File: src/rtl/conv_ctrl_param.sv
// Parametrised convolution-layer controller: walks kernel/channel/output loops and emits
// read addresses, accumulator clear, output write strobe and done, aligned by delay lines.
module conv_ctrl_param #(
  parameter int unsigned K        = 5,
  parameter int unsigned IN_W     = 14,
  parameter int unsigned IN_H     = 14,
  parameter int unsigned STRIDE   = 1,
  parameter int unsigned C_IN     = 6,
  parameter int unsigned C_OUT    = 16,
  parameter int unsigned ADDR_LAT = 3,
  parameter int unsigned CLR_DLY  = 6,
  parameter int unsigned WR_DLY   = 13,
  localparam int unsigned OUT_W   = (IN_W - K) / STRIDE + 1,
  localparam int unsigned OUT_H   = (IN_H - K) / STRIDE + 1,
  localparam int unsigned FA_W    = (C_IN * IN_H * IN_W > 1) ? $clog2(C_IN * IN_H * IN_W) : 1,
  localparam int unsigned WA_W    = (C_OUT * C_IN * K * K > 1) ? $clog2(C_OUT * C_IN * K * K) : 1,
  localparam int unsigned OA_W    = (C_OUT * OUT_H * OUT_W > 1) ? $clog2(C_OUT * OUT_H * OUT_W) : 1
) (
  input  logic            clk,
  input  logic            rst_n,
  input  logic            conv_start,
  input  logic            step_en,
  output logic [WA_W-1:0] w_raddr,
  output logic [FA_W-1:0] f_raddr,
  output logic            rd_vld,
  output logic            acc_clr,
  output logic [OA_W-1:0] o_waddr,
  output logic            o_wr_en,
  output logic            busy,
  output logic            conv_done
);

  localparam int unsigned KW  = (K > 1) ? $clog2(K) : 1;
  localparam int unsigned CIW = (C_IN > 1) ? $clog2(C_IN) : 1;
  localparam int unsigned OXW = (OUT_W > 1) ? $clog2(OUT_W) : 1;
  localparam int unsigned OYW = (OUT_H > 1) ? $clog2(OUT_H) : 1;
  localparam int unsigned COW = (C_OUT > 1) ? $clog2(C_OUT) : 1;

  typedef enum logic [2:0] {
    StIdle  = 3'b001,
    StRun   = 3'b010,
    StDrain = 3'b100
  } state_e;

  state_e state_q, state_d;

  logic [KW-1:0]  kx_q, ky_q;
  logic [CIW-1:0] ci_q;
  logic [OXW-1:0] ox_q;
  logic [OYW-1:0] oy_q;
  logic [COW-1:0] co_q;

  logic kx_t, ky_t, ci_t, ox_t, oy_t, co_t;
  logic step, last_step, clr_flag, wr_flag;
  logic [FA_W-1:0] f_addr;
  logic [WA_W-1:0] w_addr;
  logic [OA_W-1:0] o_addr;

  logic [ADDR_LAT-1:0] vld_p;
  logic [WA_W-1:0]     w_p [ADDR_LAT];
  logic [FA_W-1:0]     f_p [ADDR_LAT];
  logic [CLR_DLY-1:0]  clr_p;
  logic [WR_DLY-1:0]   wr_p, done_p;
  logic [OA_W-1:0]     oa_p [WR_DLY];

  assign kx_t = (kx_q == KW'(K - 1));
  assign ky_t = (ky_q == KW'(K - 1));
  assign ci_t = (ci_q == CIW'(C_IN - 1));
  assign ox_t = (ox_q == OXW'(OUT_W - 1));
  assign oy_t = (oy_q == OYW'(OUT_H - 1));
  assign co_t = (co_q == COW'(C_OUT - 1));

  assign step      = (state_q == StRun) && step_en;
  assign last_step = kx_t && ky_t && ci_t && ox_t && oy_t && co_t;
  assign clr_flag  = step && (kx_q == '0) && (ky_q == '0) && (ci_q == '0);
  assign wr_flag   = step && kx_t && ky_t && ci_t;

  always_comb begin
    state_d = state_q;
    unique case (state_q)
      StIdle:  if (conv_start) state_d = StRun;
      StRun:   if (step && last_step) state_d = StDrain;
      StDrain: if (conv_done) state_d = StIdle;
      default: state_d = StIdle;
    endcase
  end

  always_ff @(posedge clk or negedge rst_n) begin
    if (!rst_n) state_q <= StIdle;
    else        state_q <= state_d;
  end

  // Odometer: each counter moves only when every inner counter is at terminal.
  always_ff @(posedge clk or negedge rst_n) begin
    if (!rst_n) begin
      kx_q <= '0;
      ky_q <= '0;
      ci_q <= '0;
      ox_q <= '0;
      oy_q <= '0;
      co_q <= '0;
    end else if (step) begin
      kx_q <= kx_t ? '0 : kx_q + 1'b1;
      if (kx_t) ky_q <= ky_t ? '0 : ky_q + 1'b1;
      if (kx_t && ky_t) ci_q <= ci_t ? '0 : ci_q + 1'b1;
      if (kx_t && ky_t && ci_t) ox_q <= ox_t ? '0 : ox_q + 1'b1;
      if (kx_t && ky_t && ci_t && ox_t) oy_q <= oy_t ? '0 : oy_q + 1'b1;
      if (kx_t && ky_t && ci_t && ox_t && oy_t) co_q <= co_t ? '0 : co_q + 1'b1;
    end
  end

  // Modular arithmetic in the target width is exact because every result fits it.
  always_comb begin
    f_addr = FA_W'(ci_q) * FA_W'(IN_H * IN_W)
           + (FA_W'(oy_q) * FA_W'(STRIDE) + FA_W'(ky_q)) * FA_W'(IN_W)
           + FA_W'(ox_q) * FA_W'(STRIDE) + FA_W'(kx_q);
    w_addr = ((WA_W'(co_q) * WA_W'(C_IN) + WA_W'(ci_q)) * WA_W'(K) + WA_W'(ky_q)) * WA_W'(K)
           + WA_W'(kx_q);
    o_addr = OA_W'(co_q) * OA_W'(OUT_H * OUT_W) + OA_W'(oy_q) * OA_W'(OUT_W) + OA_W'(ox_q);
  end

  // Address stages load only behind a valid flag so the outputs hold across bubbles.
  always_ff @(posedge clk or negedge rst_n) begin
    if (!rst_n) begin
      vld_p <= '0;
      for (int i = 0; i < int'(ADDR_LAT); i++) begin
        w_p[i] <= '0;
        f_p[i] <= '0;
      end
    end else begin
      vld_p[0] <= step;
      if (step) begin
        w_p[0] <= w_addr;
        f_p[0] <= f_addr;
      end
      for (int i = 1; i < int'(ADDR_LAT); i++) begin
        vld_p[i] <= vld_p[i-1];
        if (vld_p[i-1]) begin
          w_p[i] <= w_p[i-1];
          f_p[i] <= f_p[i-1];
        end
      end
    end
  end

  always_ff @(posedge clk or negedge rst_n) begin
    if (!rst_n) begin
      clr_p  <= '0;
      wr_p   <= '0;
      done_p <= '0;
      for (int i = 0; i < int'(WR_DLY); i++) oa_p[i] <= '0;
    end else begin
      clr_p[0]  <= clr_flag;
      wr_p[0]   <= wr_flag;
      done_p[0] <= step && last_step;
      oa_p[0]   <= o_addr;
      for (int i = 1; i < int'(CLR_DLY); i++) clr_p[i] <= clr_p[i-1];
      for (int i = 1; i < int'(WR_DLY); i++) begin
        wr_p[i]   <= wr_p[i-1];
        done_p[i] <= done_p[i-1];
        oa_p[i]   <= oa_p[i-1];
      end
    end
  end

  assign w_raddr   = w_p[ADDR_LAT-1];
  assign f_raddr   = f_p[ADDR_LAT-1];
  assign rd_vld    = vld_p[ADDR_LAT-1];
  assign acc_clr   = clr_p[CLR_DLY-1];
  assign o_wr_en   = wr_p[WR_DLY-1];
  assign o_waddr   = oa_p[WR_DLY-1];
  assign conv_done = done_p[WR_DLY-1];
  assign busy      = (state_q != StIdle);

endmodule

File: config.mk
export PLATFORM = sky130hd
export DESIGN_NAME = conv_ctrl_param
export DESIGN_NICKNAME = d
export VERILOG_FILES = /design/src/rtl/conv_ctrl_param.sv
export SDC_FILE = /design/constraint.sdc
export NUM_CORES = 1
export LEC_CHECK = 0
export CAP_MARGIN = 30
export CORE_MARGIN = 2
export CORE_UTILIZATION = 55
export DETAILED_ROUTE_END_ITERATION = 7
export PLACE_DENSITY = 0.73
export RECOVER_POWER = 50
export SLEW_MARGIN = 20
export SYNTH_ARGS = -nofsm -noshare
export SYNTH_HDL_FRONTEND = slang
export SYNTH_SLANG_ARGS = --single-unit
File: constraint.sdc
create_clock -name clk -period 7.6 [get_ports clk]
set_input_delay 1.14 -clock clk [delete_from_list [all_inputs] [get_ports clk]]
set_output_delay 1.14 -clock clk [all_outputs]
set_load 0.01 [all_outputs]
=== Word level (Yosys, flattened, before mapping) ===
Index checks and enable logic that the tools add are counted.
W data, S select, Z words.

* Add/sub/neg operators: 15
* Reduce and logical (&&, ||, !) cells: 22
* Equality and inequality tests: 13
* $mul: 7
* Muxes and demuxes: 10

{| class="wikitable"
|+ Operators with widths
! cell !! count
|-
| $add A11 B4 Y11 || 2
|-
| $mux W3 || 6
|-
| $logic_and A1 B1 Y1 || 13
|-
| $add A11 B3 Y12 || 1
|-
| $add A12 B3 Y12 || 1
|-
| $add A4 B1 Y4 const B || 3
|-
| $eq A3 B3 Y1 const B || 4
|-
| $eq A4 B4 Y1 const B || 3
|-
| $mul A12 B3 Y12 const B || 1
|-
| $mux W4 || 3
|-
| $add A11 B3 Y11 || 1
|-
| $add A11 B8 Y11 || 1
|-
| $add A11 B9 Y11 || 1
|-
| $mul A8 B3 Y11 const B || 1
|-
| $reduce_and A2 Y1 || 5
|-
| $add A3 B1 Y3 const B || 3
|-
| $logic_not A3 Y1 || 3
|-
| $mul A3 B6 Y9 const B || 1
|-
| $mul A4 B5 Y9 const B || 1
|-
| $pmux W3 S3 || 1
|-
| $add A7 B3 Y8 || 1
|-
| $mul A5 B3 Y8 const B || 1
|-
| $mul A4 B3 Y7 const B || 1
|-
| $mul A4 B2 Y6 const B || 1
|-
| other kinds (7) || 8
|}

* Logic and storage cells: 97
* Flip-flop bits (word level): 271
* Input port bits: 4

=== Depth between registers and ports, before layout ===
* Depth after elaboration: 9
* Depth in mapped cells: 26

=== Least setup slack after synthesis ===
OpenSTA, ideal clock, no wires.

* Path kind: register to register
* From: reg co_q[2]
* To: reg w_p[35] in the netlist's numbering
* Stages on the path, launching flop included: 26
* Path buffers: 1
* Slack: 2.080 ns
* Required time: 7.517 ns
* Arrival time: 5.438 ns
* Cells stage by stage: dfrtp_1 > inv_1 > ha_1 > clkbuf_1 > o21ai_0 > xnor2_1 > a31oi_1 > o41ai_1 > o21ai_0 > ha_1 > ha_1 > ha_1 > nand3_1 > nand2_1 > a41oi_1 > nor2b_1 > xnor2_1 > ha_1 > ha_1 > ha_1 > o21a_1 > o21ai_0 > o21bai_1 > a21oi_1 > xnor3_1 > o21ai_0

* Longest elaborated chain between the ends: 6

{| class="wikitable"
|+ RTL lines
! item !! RTL line !! RTL
|-
| start, declared || 51 || <nowiki>logic [COW-1:0] co_q;</nowiki>
|-
| start signal, assigned || 108 || <nowiki>if (kx_t && ky_t && ci_t && ox_t && oy_t) co_q <= co_t ? '0 : co_q + 1'b1;</nowiki>
|-
| $mul A4 B2 Y6 || 117 || <nowiki>w_addr = ((WA_W'(co_q) * WA_W'(C_IN) + WA_W'(ci_q)) * WA_W'(K) + WA_W'(ky_q)) * WA_W'(K)</nowiki>
|-
| $add A7 B3 Y8 || 117 ||
|-
| $mul A8 B3 Y11 || 117 ||
|-
| $add A11 B3 Y12 || 117 ||
|-
| $mul A12 B3 Y12 || 117 ||
|-
| $add A12 B3 Y12 || 118 || <nowiki>+ WA_W'(kx_q);</nowiki>
|-
| end signal, assigned by index || 139 || <nowiki>w_p[i] <= w_p[i-1];</nowiki>
|-
| end, declared || 60 || <nowiki>logic [WA_W-1:0] w_p [ADDR_LAT];</nowiki>
|}

No other way between the ends.
A chain may end at the register's enable or synchronous reset.

=== Worst setup path in the final report ===
Ends and elaborated chain as after synthesis.

==> results.cfg <==
[yosys]
ys.warnings.count = 0
post_synth_edffs = 0
syn_inst = 859
netlist_top_cells_area = dfrtp_1, ha_1, mux2_2
synth_ff_type = dfrtp_1
synth_compound_area_frac = 0.0554
yosys_register_bits = 271
synth_top_area_cell = dfrtp_1
synthXorXnorAreaFrac = 0.0385
synth_top_family_by_area = adder cells
ys_seq_area_frac = 0.589
post_synth_instance_area_um2 = 11500
adder_and_majority_cell_fraction_of_the_synthesized_area = 0.168
post_synth_and_or_nand_nor_area_fraction = 0.0575
synth_nets = 1006
netlist-cell-type-count = 50
ffs_w_async_s_r_synth = 1.00
yosys-mux-area-fraction = 0.0469
syn_area_per_cell_um2 = 13.4
synth_top_area_frac = 0.587

[worst_setup_path]
worstPathMaxFanout = 7
ff2ff_path_depth = 25
worst-r2r-setup-slack_ps = 1620
timing.critical_path.to_type = flop
cp_data_arrival_time_ps = 6430
timing.critical_path.required_ps = 8040
critical_register_to_register_path_startpoint = co_q[2]
criticalPathCategory = reg2reg
timing.rr.end = w_p[35]
worstSetupStartpointType = flop

[die]
die-area_um2 = 22100
core_um2 = 20400
dieHeight_um = 149
initial_utilization = 0.565
fp.dieW_um = 149
core.rowCount = 52
io-pin-count = 43

[timing]
final_critical_path_setup_slack_ps = 1620
fin_hold_ws_ps = 336
max-slew-margin-rel = -1.22
finalWorstPathRequiredPeriod_ps = 5980
worst_slew_pin_slew_ps = 3320
sum_of_negative_setup_slack_ps = 0
report.final.hold_viol_count = 0
clock.fmax_mhz = 167
finalCritPeriodShare = 0.787
timing.final.setup_violations = 0
rsz_0062_raised_after_global_routing = no
final.setup_skew_ps = 10.7
timing_max_transition_violations_final = 121

[detailed_routing]
antenna_left = 0
routedWlPerCell_um = 14.7
drt_pass1_iterations = 4
routed-via-count = 5978
routed_via_density = 5.07
finalWirelength_um = 17300
drc = 0
starting_drc_count_in_detailed_routing = 270

[hold_path]
hold-path-endpoint = oa_p[25]
hold_depth = 0
type_of_the_tightest_min_delay_check = reg2reg
hold_path_startpoint = oa_p[36]

[grt]
grt.busiest_layer = met2
first_global_vias = 6139
grtUsageTotal = 0.164
use_met3 = 0.0282
globalRouteMet2Util = 0.275
pin_count_of_the_biggest_net_entering_global_routing = 209
globalRouteMet1Util = 0.228
grt_antenna_before_repair = 0
grt_overflow = 0
global_route_wire_length_before_repair_um = 29500

[placed_design]
io_buffer_count = 42
post-dp-hpwl_um = 11000
dpl_worst_slack_ps = 1660
finalWeightedCongestion = 0.839

[clock_network]
cts-root-to-sink-buffers = 3
cts_tree = built
holdBufCountCts = 0
clock_transition_time_at_the_flip_flop_clock_pins_of_the_worst_setup_and_hold_paths_ps = 70
clock-root-buffer = clkbuf_16
cts.sink_count = 271
htree_depth = 1
numCtsBuffers = 27
clk-insertion-delay-late_ps = 540
ctsResizeCount = 0
postCtsSetupRepairBufs = 0

[finish]
utilization = 0.636
multi_input_gate_area_um2 = 4220
fill_cell_total_of_the_finished_layout = 1494
seqCellArea_um2 = 6780
insertedDiodeCount = 0
final_net_count = 1036
area_growth_pct = 12.5
layout_commonest_cell = dfrtp_1
layout_common_cells = dfrtp_1, ha_1, nand2_1, inv_1
proportion_of_layout_cells_with_a_drive_suffix_above_1 = 0.118

[run_status]
violations = max-capacitance violations, max-slew violations
outcome = finished with violations

[flow_run]
drv_cap = 2
## cells by family after synthesis
kind of cell / count (synthesis)
fa+ha+maj: 143
simple gates: 136
mux: 48
buf+inv: 101
flops: 271
compound gates: 111
xor+xnor: 49
## critical path, stage by stage, from the launching register on
cell and delay [ps]:
dfrtp_1 480, ha_1 310, inv_1 80, fa_1 370, o21ai_0 110, xnor2_1 230
a31oi_1 140, o41ai_1 300, o21ai_0 190, ha_1 310, ha_1 290, ha_1 360
nand3_1 110, nand2_1 50, a41oi_1 200, nor2b_1 270, xnor2_1 160, ha_1 260
ha_1 300, ha_1 350, o21a_1 180, o21ai_0 240, o21bai_1 110, a21oi_1 160
xnor3_1 210, o21ai_0 140
## cells in the mapped netlist, types with 2 or more instances
library cell / count
nor3_1: 5
a21o_1: 13
nor3b_1: 2
xnor2_1: 32
mux2_2: 48
clkbuf_1: 7
o21ai_0: 48
o21bai_1: 6
a21boi_0: 2
nor2_1: 21
or2_2: 3
nor2b_1: 6
nand2_1: 66
nor4_1: 2
and3_1: 3
buf_1: 3
dfrtp_1: 270
nand4_1: 3
a31oi_1: 2
fa_1: 19
ha_1: 124
nand3_1: 10
buf_4: 34
xor2_1: 16
a21oi_1: 31
o31ai_1: 2
nand2b_1: 3
inv_1: 55
nor4b_1: 2
## registers in the layout, summed over array words and instances, names as in the netlist
name	count
oy_q	4
vld_p	3
w_p	24
state_q	3
w_raddr	12
f_raddr	11
f_p	22
wr_p	13
done_p	13
oa_p	132
clr_p	6
ci_q	3
ox_q	4
kx_q	3
co_q	4
o_waddr	11
ky_q	3
## area by class of cell
class                           instances  share of cell area
Sequential cell                       271               0.524
Multi-Input combinational cell        487               0.326
Clock buffer                           35              0.0599
Timing Repair Buffer                   47              0.0356
Tap cell                              270              0.0261
Inverter                               55              0.0159
Clock inverter                         13              0.0128
## through the flow
stage          cell area, um^2  instances
4_1_cts                  12900       1175
3_3_place_gp             12000       1127
2_1_floorplan            11500        859
3_5_place_dp             12000       1127
5_1_grt                  12900       1178
6_report                 12900       1178
## metal layers
metal | up-vias | routed length (um) | part of all wire
li1 | 2909 | - | -
met1 | 2967 | 8170 | 0.47
met2 | 78 | 8150 | 0.47
met3 | 24 | 635 | 0.037
met4 | 0 | 323 | 0.019
met5 | - | 0 | 0
## how the worst max path moves through the flow
stage | from | cells after the start | end | slack (ps)
after floorplan | co_q[2] | 25 | w_p[35] | 2080
after global placement | co_q[2] | 24 | w_p[35] | 1910
after detailed placement | co_q[2] | 25 | w_p[35] | 1660
after CTS | co_q[2] | 25 | w_p[35] | 1620
after global routing | rst_n | 3 | oa_p[139] | 630
final | co_q[2] | 25 | w_p[35] | 1620
Power is left out: the tool's default activity adds up to more than one toggle a clock period on the data nets, which glitch-free logic cannot reach.
